==> src/rtl/ss_sat_counter.sv <==
// Up/down counter that holds at zero and at all-ones instead of wrapping.
module ss_sat_counter #(
    parameter int W = 16
) (
    input  logic         clk,
    input  logic         rstn,
    input  logic         inc,
    input  logic         dec,
    output logic [W-1:0] count
);

    // NOTE: state registers are written with non-blocking assignments only, so every
    // always_ff reading them sees the pre-edge value regardless of evaluation order.
    always_ff @(posedge clk or negedge rstn) begin
        if (!rstn) begin
            count <= '0;
        end else if (inc && !dec && (count != '1)) begin
            count <= count + 1'b1;
        end else if (dec && !inc && (count != '0)) begin
            count <= count - 1'b1;
        end
    end

endmodule

==> config.mk <==
export PLATFORM = sky130hd
export DESIGN_NAME = ss_sat_counter
export DESIGN_NICKNAME = d
export VERILOG_FILES = /design/src/rtl/ss_sat_counter.sv
export SDC_FILE = /design/constraint.sdc
export NUM_CORES = 1
export LEC_CHECK = 0
export BUFFER_PORTS_ARGS = -buffer_cell sky130_fd_sc_hd__buf_2
export CORE_MARGIN = 2
export CORE_UTILIZATION = 45
export CTS_CLUSTER_SIZE = 40
export DETAILED_ROUTE_END_ITERATION = 8
export PLACE_DENSITY = 0.61
export REMOVE_ABC_BUFFERS = 1
export SLEW_MARGIN = 20
export SYNTH_ARGS = -nofsm -noshare
export SYNTH_HDL_FRONTEND = slang
export SYNTH_SLANG_ARGS = --single-unit
==> constraint.sdc <==
create_clock -name clk -period 6.8 [get_ports clk]
set_input_delay 0.68 -clock clk [delete_from_list [all_inputs] [get_ports clk]]
set_output_delay 0.68 -clock clk [all_outputs]
set_load 0.02 [all_outputs]
==> flow_summary.ini <==
[outcome]
outcome = finished, violations left
violations = DRC

[worst_setup_path]
cp_data_arrival_time_ps = 3270
crit_type = reg -> reg
end_kind = flip-flop
reg2reg_from = count[13]$_DFFE_PN0P_
r2r_end = count[15]$_DFFE_PN0P_
path_max_fanout = 18
crit_path_start_kind = flip-flop
r2r_setup_slack_ps = 3740
cp.required_ps = 7020
rr_worst_depth = 10

[sta]
finClkSkew_ps = 5.039
hold_ws_ps = 284.2
worst_pin_slew_ps = 636.7
maxSlewViolCount = 0
finalSetupTns_ps = 0
finalHoldViolCount = 0
period_needed_ps = 3055
setup_violations = 0
slew_headroom_pct = 57.53
fmax_mhz = 327.3
layout_setup_ws_ps = 3745
rsz0062_at_grt = false
fin_crit_sh_pct = 44.93

[clock_tree]
numCtsBuffers = 3
clockBufferDepth = 2
postCtsSetupBuffers = 0
htree_levels = 1
clk_pin_slew_worst_paths_ps = 90
cts_hold_buf = 0
numClockSinks = 16
tritoncts = done
clock-root-buffer = clkbuf_4
clock_latency_ps = 290
cts-resized-gates = 0

[power]
p_seq_share_pct = 26.3
vdd_drop_max_v = 0.0002331
p_clk_share_pct = 6.2
power.switching_uw = 423.1
leakage_uw = 0.0007112
p_comb_share_pct = 67.4
power_density_nw_per_um2 = 545.0
p_sw_share_pct = 51.49
p_int_uw = 398.6

[logic_synthesis]
syn_inst = 153
synthDistinctLibCells = 39
syn_area_sq_um = 1351
avgSynthCellArea_sq_um = 8.832
netlist.area_leader.share_pct = 29.63
yosys.area.top_type = dfrtp_1
synth_area_leaders = dfrtp_1, ha_1, o21ai_0
yosysSeqAreaShare_pct = 29.63
synth_edf_count = 0
synth-seq-cells = 16
ys_warn_count = 0
ys.flop_type = dfrtp_1
synthArstFlopShare_pct = 100.0

[layout]
final_area_sq_um = 1508
max_flop_register = count
top_regs = count x16
synthToLayoutAreaGrowth_pct = 11.57
diodes = 0
nets = 196
drive_above_1_share_pct = 15.52
largest_reg_flops = 16

[floorplanning]
io_pins = 20
rows = 19
dieArea_sq_um = 3457
die_w_microns = 58.80
initial_core_util_pct = 48.17
core_sq_um = 2805
fp.dieH_microns = 58.80

[grt]
grt_pass1_wl_mm = 5.306
grt_max_degree = 19
grt_pass1_vias = 1164
grt.total_usage_pct = 20.09
antenna_found_initial = 0
grt-ovfl-total = 0

[placed_design]
placed_area_sq_um = 1485
place_congestion = 0.8433
port_buffers = 19
dpl.hpwl_mm = 2.388
dpl_worst_slack_ps = 3725

[hold_path]
hold_path_class = in -> async

[route]
vias = 1208
post_drt_wl_per_cell_microns = 15.05
wl_mm = 3.086
first_pass_iters = 7
drt.antenna.violating_nets = 0
drc = 1
drt-vias-per-instance = 5.893
dr.first_iter.drc_count = 37

[flow_run]
drv_cap = 0
-- how the worst max path moves through the flow --
stage                                       end             startpoint  cells past startpoint  slack [ps]
after detailed placement  count[13]$_DFFE_PN0P_                    dec                     11        3730
after floorplan           count[13]$_DFFE_PN0P_   count[0]$_DFFE_PN0P_                      9        3270
after global routing      count[15]$_DFFE_PN0P_  count[11]$_DFFE_PN0P_                     10        3490
final                     count[15]$_DFFE_PN0P_  count[13]$_DFFE_PN0P_                     10        3740
after global placement    count[13]$_DFFE_PN0P_                    dec                     11        3750
after CTS                 count[15]$_DFFE_PN0P_  count[11]$_DFFE_PN0P_                     10        3770
-- cell usage after synthesis (3+ instances only) --
master and n:
buf_2 3, nor4_1 4, nor2_1 5, dfrtp_1 16, nor2b_1 3, nand4_1 4
a21o_1 3, nor3b_1 3, inv_1 4, xnor2_1 4, o21ai_0 19, a211oi_1 3
and3_1 3, nand2_1 16, xor2_1 7, a21oi_1 14, ha_1 15
-- logic make-up (layout without fill, tap and decap cells) --
kind of cell,Yosys count,after routing,share of synthesized area [%]
adder cells (fa/ha/maj),16,16,15.37
flip-flops,16,16,29.63
multiplexers,3,3,2.315
buffers and inverters,7,28,2.222
AO/OA/AOI/OAI,54,54,25.46
AND/OR/NAND/NOR,46,46,17.87
XOR/XNOR,11,11,7.129
-- worst max-delay path, cell delays in order (launching register included) --
cell,delay [ps]
dfrtp_1,480
nand4_1,140
o41ai_2,340
buf_4,280
ha_1,310
and2_1,190
o21ai_0,310
nor2_1,150
a211oi_1,330
mux2i_1,280
xor2_1,170
-- per-layer routing --
metal	track usage, %	up-vias	routed length, microns	share of wire, %
met5	0	-	0	0
met4	7.143	0	38	1.2
met3	1.978	4	102	3.3
met2	29.68	25	1349	44
met1	30.32	559	1596	52
li1	-	620	-	-
-- power by group through the flow --
stage | combinational [uW] | clock, uW | sequential (uW)
2_1_floorplan | 363 | 0 | 260
3_3_place_gp | 546 | 0 | 216
3_5_place_dp | 550 | 0 | 217
4_1_cts | 555 | 54.7 | 216
5_1_grt | 624 | 57.3 | 226
6_report | 554 | 51.1 | 216
-- metrics by stage --
stage          std cells  util, %  total power [uW]
2_1_floorplan        150        -             622.3
3_3_place_gp         202    52.94             762.1
3_5_place_dp         202    52.94             766.9
4_1_cts              205    53.75             825.2
5_1_grt              205    53.75             907.5
6_report             205    53.75             821.7
-- layout make-up --
type | count | area [sq um]
fill | 285 | 1297
multi-input combinational | 130 | 920.9
tap | 31 | 38.79
inverter | 4 | 15.01
sequential | 16 | 400.4
timing repair buffer | 21 | 110.1
clock buffer | 3 | 22.52
-- cells in the final DEF, fill, tap and decap left out, types with 3 or more instances in the layout --
cell       n
a211oi_1   3
a21o_1     3
a21oi_1   14
and3_1     3
buf_2     19
clkbuf_4   3
dfrtp_1   16
ha_1      15
inv_1      4
nand2_1   16
nand4_1    4
nor2_1     5
nor2b_1    3
nor3b_1    3
nor4_1     4
o21ai_0   19
xnor2_1    4
xor2_1     7
No activity file was read; power rests on OpenSTA's default activity.
